### config.mk
export PLATFORM = sky130hd
export DESIGN_NAME = sdram_cmd_arbiter
export DESIGN_NICKNAME = d
export VERILOG_FILES = /design/src/rtl/sdram_cmd_arbiter.sv
export SDC_FILE = /design/constraint.sdc
export NUM_CORES = 1
export LEC_CHECK = 0
export CORE_MARGIN = 2
export CORE_UTILIZATION = 40
export CTS_BUF_LIST = sky130_fd_sc_hd__clkbuf_2
export CTS_CLUSTER_SIZE = 10
export DETAILED_ROUTE_END_ITERATION = 8
export PLACE_DENSITY = 0.79
export SETUP_SLACK_MARGIN = 0.15
export SLEW_MARGIN = 20
export SYNTH_ARGS = -nofsm -noshare
export SYNTH_HDL_FRONTEND = slang
export SYNTH_SLANG_ARGS = --single-unit
### constraint.sdc
create_clock -name clk -period 2.7 [get_ports clk]
set_clock_uncertainty 0.2 [all_clocks]
set_input_delay 0.54 -clock clk [delete_from_list [all_inputs] [get_ports clk]]
set_output_delay 0.54 -clock clk [all_outputs]
set_load 0.05 [all_outputs]
### src/rtl/sdram_cmd_arbiter.sv
// Arbitrates acquisition writes and SPI readback reads onto one SDRAM command port.
// Optional read-starvation guard enabled by defining SDRAM_ARB_FAIRNESS_EN.
module sdram_cmd_arbiter #(
    parameter int unsigned ADDR_WIDTH   = 21,
    parameter int unsigned DATA_WIDTH   = 32,
    parameter int unsigned STARVE_LIMIT = 8,
    parameter int unsigned RD_TIMEOUT   = 255
) (
    input  logic                  clk,
    input  logic                  reset_n,
    input  logic                  wr_req,
    input  logic [ADDR_WIDTH-1:0] wr_addr,
    input  logic [DATA_WIDTH-1:0] wr_data,
    output logic                  wr_ack,
    input  logic                  rd_req,
    input  logic [ADDR_WIDTH-1:0] rd_addr,
    output logic                  rd_ack,
    output logic                  rd_valid,
    output logic [DATA_WIDTH-1:0] rd_data,
    output logic                  rd_err,
    input  logic                  cmd_ready,
    output logic                  cmd_enable,
    output logic                  cmd_wr,
    output logic [ADDR_WIDTH-1:0] cmd_address,
    output logic [DATA_WIDTH-1:0] cmd_data_in,
    input  logic [DATA_WIDTH-1:0] data_out,
    input  logic                  data_out_ready,
    output logic                  busy
);

    localparam int unsigned WAIT_W = 8;

    localparam logic [1:0] S_IDLE     = 2'd0;
    localparam logic [1:0] S_ISSUE_WR = 2'd1;
    localparam logic [1:0] S_ISSUE_RD = 2'd2;
    localparam logic [1:0] S_RD_WAIT  = 2'd3;

    logic [1:0]            state, state_next;
    logic [WAIT_W-1:0]     wait_cnt, wait_cnt_next, wait_inc;
    logic                  cmd_enable_next, cmd_wr_next;
    logic [ADDR_WIDTH-1:0] cmd_address_next;
    logic [DATA_WIDTH-1:0] cmd_data_in_next, rd_data_next;
    logic                  wr_ack_next, rd_ack_next, rd_valid_next, rd_err_next;
    logic                  busy_next;
    logic                  grant_wr, grant_rd;
    logic                  starved;

`ifdef SDRAM_ARB_FAIRNESS_EN
    localparam int unsigned STARVE_W = $clog2(STARVE_LIMIT + 1);

    logic [STARVE_W-1:0] starve_cnt, starve_cnt_next;

    assign starved = (starve_cnt == STARVE_W'(STARVE_LIMIT));

    // Count writes granted over a waiting read; any read grant or read-free idle cycle resets it.
    always_comb begin
        starve_cnt_next = starve_cnt;
        if (grant_rd) begin
            starve_cnt_next = '0;
        end else if (grant_wr && rd_req) begin
            if (!starved) starve_cnt_next = starve_cnt + STARVE_W'(1);
        end else if (state == S_IDLE && !rd_req) begin
            starve_cnt_next = '0;
        end
    end

    always_ff @(posedge clk or negedge reset_n) begin
        if (!reset_n) starve_cnt <= '0;
        else          starve_cnt <= starve_cnt_next;
    end
`else
    assign starved = 1'b0;
`endif

    // Next-state and registered-output logic. The IDLE cycle carrying an ack/valid pulse
    // makes no grant, so a requester still holding req during its ack is not served twice.
    always_comb begin
        state_next       = state;
        cmd_enable_next  = cmd_enable;
        cmd_wr_next      = cmd_wr;
        cmd_address_next = cmd_address;
        cmd_data_in_next = cmd_data_in;
        wr_ack_next      = 1'b0;
        rd_ack_next      = 1'b0;
        rd_valid_next    = 1'b0;
        rd_data_next     = rd_data;
        rd_err_next      = rd_err;
        wait_cnt_next    = wait_cnt;
        wait_inc         = wait_cnt + WAIT_W'(1);
        grant_wr         = 1'b0;
        grant_rd         = 1'b0;

        case (state)
            S_IDLE: begin
                if (!(wr_ack || rd_valid)) begin
                    if (wr_req && !(rd_req && starved)) grant_wr = 1'b1;
                    else if (rd_req)                    grant_rd = 1'b1;
                end
                if (grant_wr) begin
                    state_next       = S_ISSUE_WR;
                    cmd_enable_next  = 1'b1;
                    cmd_wr_next      = 1'b1;
                    cmd_address_next = wr_addr;
                    cmd_data_in_next = wr_data;
                end else if (grant_rd) begin
                    state_next       = S_ISSUE_RD;
                    cmd_enable_next  = 1'b1;
                    cmd_wr_next      = 1'b0;
                    cmd_address_next = rd_addr;
                    cmd_data_in_next = '0;
                end
            end
            S_ISSUE_WR: begin
                if (cmd_ready) begin
                    state_next      = S_IDLE;
                    cmd_enable_next = 1'b0;
                    wr_ack_next     = 1'b1;
                end
            end
            S_ISSUE_RD: begin
                if (cmd_ready) begin
                    state_next      = S_RD_WAIT;
                    cmd_enable_next = 1'b0;
                    rd_ack_next     = 1'b1;
                    wait_cnt_next   = '0;
                end
            end
            S_RD_WAIT: begin
                if (data_out_ready) begin
                    state_next    = S_IDLE;
                    rd_valid_next = 1'b1;
                    rd_data_next  = data_out;
                end else if (wait_inc == WAIT_W'(RD_TIMEOUT)) begin
                    state_next    = S_IDLE;
                    rd_valid_next = 1'b1;
                    rd_data_next  = '0;
                    rd_err_next   = 1'b1;
                    wait_cnt_next = wait_inc;
                end else begin
                    wait_cnt_next = wait_inc;
                end
            end
            default: state_next = S_IDLE;
        endcase

        busy_next = (state_next != S_IDLE);
    end

    always_ff @(posedge clk or negedge reset_n) begin
        if (!reset_n) begin
            state       <= S_IDLE;
            wait_cnt    <= '0;
            cmd_enable  <= 1'b0;
            cmd_wr      <= 1'b0;
            cmd_address <= '0;
            cmd_data_in <= '0;
            wr_ack      <= 1'b0;
            rd_ack      <= 1'b0;
            rd_valid    <= 1'b0;
            rd_data     <= '0;
            rd_err      <= 1'b0;
            busy        <= 1'b0;
        end else begin
            state       <= state_next;
            wait_cnt    <= wait_cnt_next;
            cmd_enable  <= cmd_enable_next;
            cmd_wr      <= cmd_wr_next;
            cmd_address <= cmd_address_next;
            cmd_data_in <= cmd_data_in_next;
            wr_ack      <= wr_ack_next;
            rd_ack      <= rd_ack_next;
            rd_valid    <= rd_valid_next;
            rd_data     <= rd_data_next;
            rd_err      <= rd_err_next;
            busy        <= busy_next;
        end
    end

endmodule

Word-level counts from Yosys, hierarchy flattened

Cells that the tools add are included.

Register bits after elaboration: 102
Input bits: 112
Output and inout port bits: 92
Word-level logic and storage cells: 70

$add $sub $neg: 1
Eq/ne operators: 8
Muxes and demuxes: 35
Bitwise gates (word level): 1
Reduce and logical (&&, ||, !) cells: 13

Operator list:

| kind                  | count |
|---|---|
| $mux W32              | 4 |
| $mux W21              | 2 |
| $mux W1               | 18 |
| $mux W8               | 2 |
| $pmux W8 S2           | 1 |
| $mux W2               | 6 |
| $reduce_bool A2 Y1    | 5 |
| $reduce_and A3 Y1     | 3 |
| $add A8 B1 Y8 const B | 1 |
| $eq A8 B8 Y1 const B  | 1 |
| $pmux W2 S4           | 1 |
| $eq A2 B2 Y1 const B  | 2 |
| $ne A2 B2 Y1 const B  | 2 |
| $reduce_and A2 Y1     | 2 |
| $ne A3 B3 Y1 const B  | 1 |
| $eq A2 B1 Y1 const B  | 1 |
| $logic_not A2 Y1      | 1 |
| $ne A2 B1 Y1 const B  | 1 |
| $pmux W1 S2           | 1 |
| $reduce_or A2 Y1      | 1 |
| $logic_or A1 B1 Y1    | 1 |
| $not A1 Y1            | 1 |

Logic depth before layout (Yosys ltp)

Depth in word-level cells: 8
Mapped depth: 8
Depth with buffers taken out: 7

Worst setup path after synthesis

No wires, ideal clock.

Path kind: register to register
From: reg wait_cnt[0]
To: reg rd_data[15]
Library setup time: 0.121 ns
Data arrival time: 1.976 ns
Data required time: 2.379 ns
Slack: 0.403 ns
Stages on the path, launching flop included: 8
Buffers on the path: 1
Clock period less this slack: 2.297 ns
Cells stage by stage: dfrtp_1 ha_1 and3_1 mux2_1 a221oi_2 o21ai_2 buf_6 a22o_1

Cells in the longest elaborated chain, start to end: 4

Ends and longest elaborated chain:

| element                      | RTL line | source |
|---|---|---|
| start: declaration           | 39       | `logic [WAIT_W-1:0] wait_cnt, wait_cnt_next, wait_inc;` |
| start signal: assignment     | 165      | `wait_cnt <= wait_cnt_next;` |
| $add A8 B1 Y8                | 89       | `wait_inc = wait_cnt + WAIT_W'(1);` |
| $eq A8 B8 Y1                 | 133      | `end else if (wait_inc == WAIT_W'(RD_TIMEOUT)) begin` |
| $reduce_bool A2 Y1 (no line) | --       |  |
| $reduce_and A2 Y1 (no line)  | --       |  |
| end signal: assignment       | 173      | `rd_data <= rd_data_next;` |
| end: declaration             | 19       | `output logic [DATA_WIDTH-1:0] rd_data,` |

Every way passes these cells.
A chain may end at the register's enable or synchronous reset.

Worst setup path in the final report

From: reg wait_cnt[0]
To: reg rd_data[19]

Same word-level chain as after synthesis.

==> metrics.yaml <==
outcome: "complete, no violations"
syn_area_um2: 4210
die_x_um: 107
drt_first_pass_iters: 4
wirelength_um: 11100
powerDensity_nw_per_um2: 1190
io-pin-count: 204
synth_enable_flop_cells: 0
dp_hpwl_um: 8200
syn_inst: 346
rows: 37
syn_avg_cell_area_um2: 12.2
final_hold_viol_count: 0
worst_setup_path_end_kind: "register"
clkTransAtPathRegs_ns: 0.30
r2r_start: "wait_cnt[0]"
wl_per_cell_um: 16.1
synth-seq-cells: 102
p_total_w: 0.00773
ir_worst_vdd_uv: 626
cp_max_fo: 19
dieArea_um2: 11400
maxCapViolCount: 0
clk_latency_ns: 0.56
area_growth_pct: 54.3
utilization_pct: 63.2
portBuffers: 203
fillers: 836
min_period_ns: 2.39
diodes: 0
die_y_um: 107
grt_pass1_vias: 3437
cts.sinks: 102
route.detailed.drc: 0
syn_nets: 465
cp.arrival_ns: 2.66
async_flop_share_pct: 100
grt_overflow_total: 0
initial_core_util_pct: 40.9
maxSlewHeadroom_pct: 63.6
fmax_mhz: 418
setup_violations: 0
rsz0062_at_grt: "no"
grt_max_degree: 50
finalSetupTns_ns: 0
required_ns: 2.97
root_buffer: "clkbuf_2"
maxSlewViolCount: 0
start_kind: "register"
grt_usage_pct: 19.4
reg2reg_depth: 9
whs_ns: 0.206
via_count: 3454
rrSetupSlack_ns: 0.31
cts_tree: "yes"
cts_buffers: 9
core_area_um2: 10300
drive_gt1_share_pct: 6.15
gp_congestion: 0.827
path_class: "register to register"
drt_iter0_markers: 203
viasPerCell: 5.01
cellLeakagePower_nw: 3.34
ys_seq_area_share_pct: 60.7
h-tree-depth: 3
nets: 667
regToRegEndpoint: "rd_data[19]"
ys.warnings.count: 0
fin_crit_sh_pct: 88.6
postRouteAntennaNets: 0
grt_pass1_wl_um: 17400
clockBufferDepth: 2
synth.distinct_cells: 39
tightest_slew_ns: 0.549
min_path_type: "input port to async pin"
antenna_found_initial: 0
synth_ff_type: "dfrtp_1"
==> cell usage after synthesis (3+ instances only) <==
master / instances / share of area (%)
and2_1: 3 / 0.45
mux2i_1: 21 / 5.0
clkbuf_1: 17 / 1.5
a22o_1: 65 / 14
buf_6: 3 / 0.80
dfrtp_1: 102 / 61
o31ai_1: 4 / 0.71
o21ai_1: 4 / 0.48
o21ai_0: 28 / 3.3
nand2_1: 29 / 2.6
nor2_1: 8 / 0.71
a21oi_1: 6 / 0.71
inv_1: 7 / 0.62
nor2b_1: 3 / 0.45
a21o_1: 5 / 0.89
ha_1: 7 / 2.1
or3_1: 3 / 0.45
nand3_1: 4 / 0.48
nand4_1: 3 / 0.45
==> routing by layer <==
metal / global-route usage [%] / share of wire [%]
met1: 24.7 / 42
met2: 32.2 / 48
met4: 7.33 / 2.3
met5: 0 / 0
met3: 4.54 / 8.1
==> kinds of logic after synthesis <==
logic type               share of synthesized area (%)
AO/OA/AOI/OAI                                     21.1
flip-flops                                        60.7
AND/OR/NAND/NOR                                   7.23
buffers and inverters                             3.63
multiplexers                                      5.26
adder cells (fa/ha/maj)                           2.08
==> critical path, stage by stage, from the launching register on <==
cell and delay (ns):
dfrtp_2 0.50, buf_4 0.15, inv_1 0.05, ha_1 0.17
nand4b_1 0.10, mux2_1 0.34, a221oi_4 0.28, o21ai_2 0.10
buf_4 0.21, a22o_1 0.24
==> area by class of cell <==
cell class	instances	area, um2	area share [%]
well taps	136	170	2.62
clock inverters	7	53.8	0.829
multi-input cells	211	1520	23.4
inverters	8	30.0	0.463
flip-flops and latches	102	2550	39.4
repair buffers	216	2120	32.7
clock buffers	9	45.0	0.694
==> power by group <==
part           internal [W]  total, W  leakage (nW)  switching (W)
Sequential          0.00215   0.00250          1.29       0.000346
Clock              0.000135  0.000664        0.0627       0.000529
Combinational       0.00143   0.00457          1.98        0.00314
==> registers in the layout, indices dropped and copies added, names as in the netlist <==
register and count:
rd_ack 1, rd_data 32, cmd_address 21, state 2, wait_cnt 8, wr_ack 1, cmd_enable 1, rd_valid 1
cmd_data_in 32, busy 1, rd_err 1, cmd_wr 1
==> repair_timing <==
item                                    4_1_cts  5_1_grt
cloned                                        0        0
buffers inserted                              0        3
hold buffers                                  1        0
hold endpoints to repair                     34        0
endpoints found under the setup margin       70       54
resized for setup                            70       26
pin swaps                                     0        0
==> metrics by stage <==
| stage | cell area, um2 | setup WS (ns) | cells |
|---|---|---|---|
| finish | 6490 | 0.306 | 689 |
| global route | 6490 | 0.185 | 689 |
| CTS | 6400 | 0.150 | 686 |
| detailed placement | 6380 | 0.183 | 669 |
| global placement | 6380 | 0.303 | 669 |
| floorplan | 4210 | 0.403 | 346 |
==> how the worst max path moves through the flow <==
stage               startpoint              end  slack [ns]
6_report           wait_cnt[0]      rd_data[19]        0.31
5_1_grt            wait_cnt[1]      rd_data[17]        0.18
4_1_cts        cmd_data_in[30]  cmd_data_in[30]        0.15
3_5_place_dp       wait_cnt[0]      rd_data[17]        0.18
3_3_place_gp       wait_cnt[0]      rd_data[11]        0.30
2_1_floorplan      wait_cnt[0]      rd_data[15]        0.40
==> cells in the final DEF, fill, tap and decap left out, drive strengths merged, types with 2 or more instances in the layout <==
master and n:
nor2b 3, inv 12, clkbuf 9, a21oi 6, buf 13, o31ai 4
clkdlybuf4s50 110, nor2 8, o21ai 33, nand2b 2, ha 7, mux2i 21
dlymetal6s2s 22, dfrtp 102, a22o 65, and3 2, nand4 3, a21o 5
nand3 4, dlygate4sd2 70, nand2 29, clkinv 2, and2 3, or3 3
Note: power is estimated with default switching activity, not from simulation.
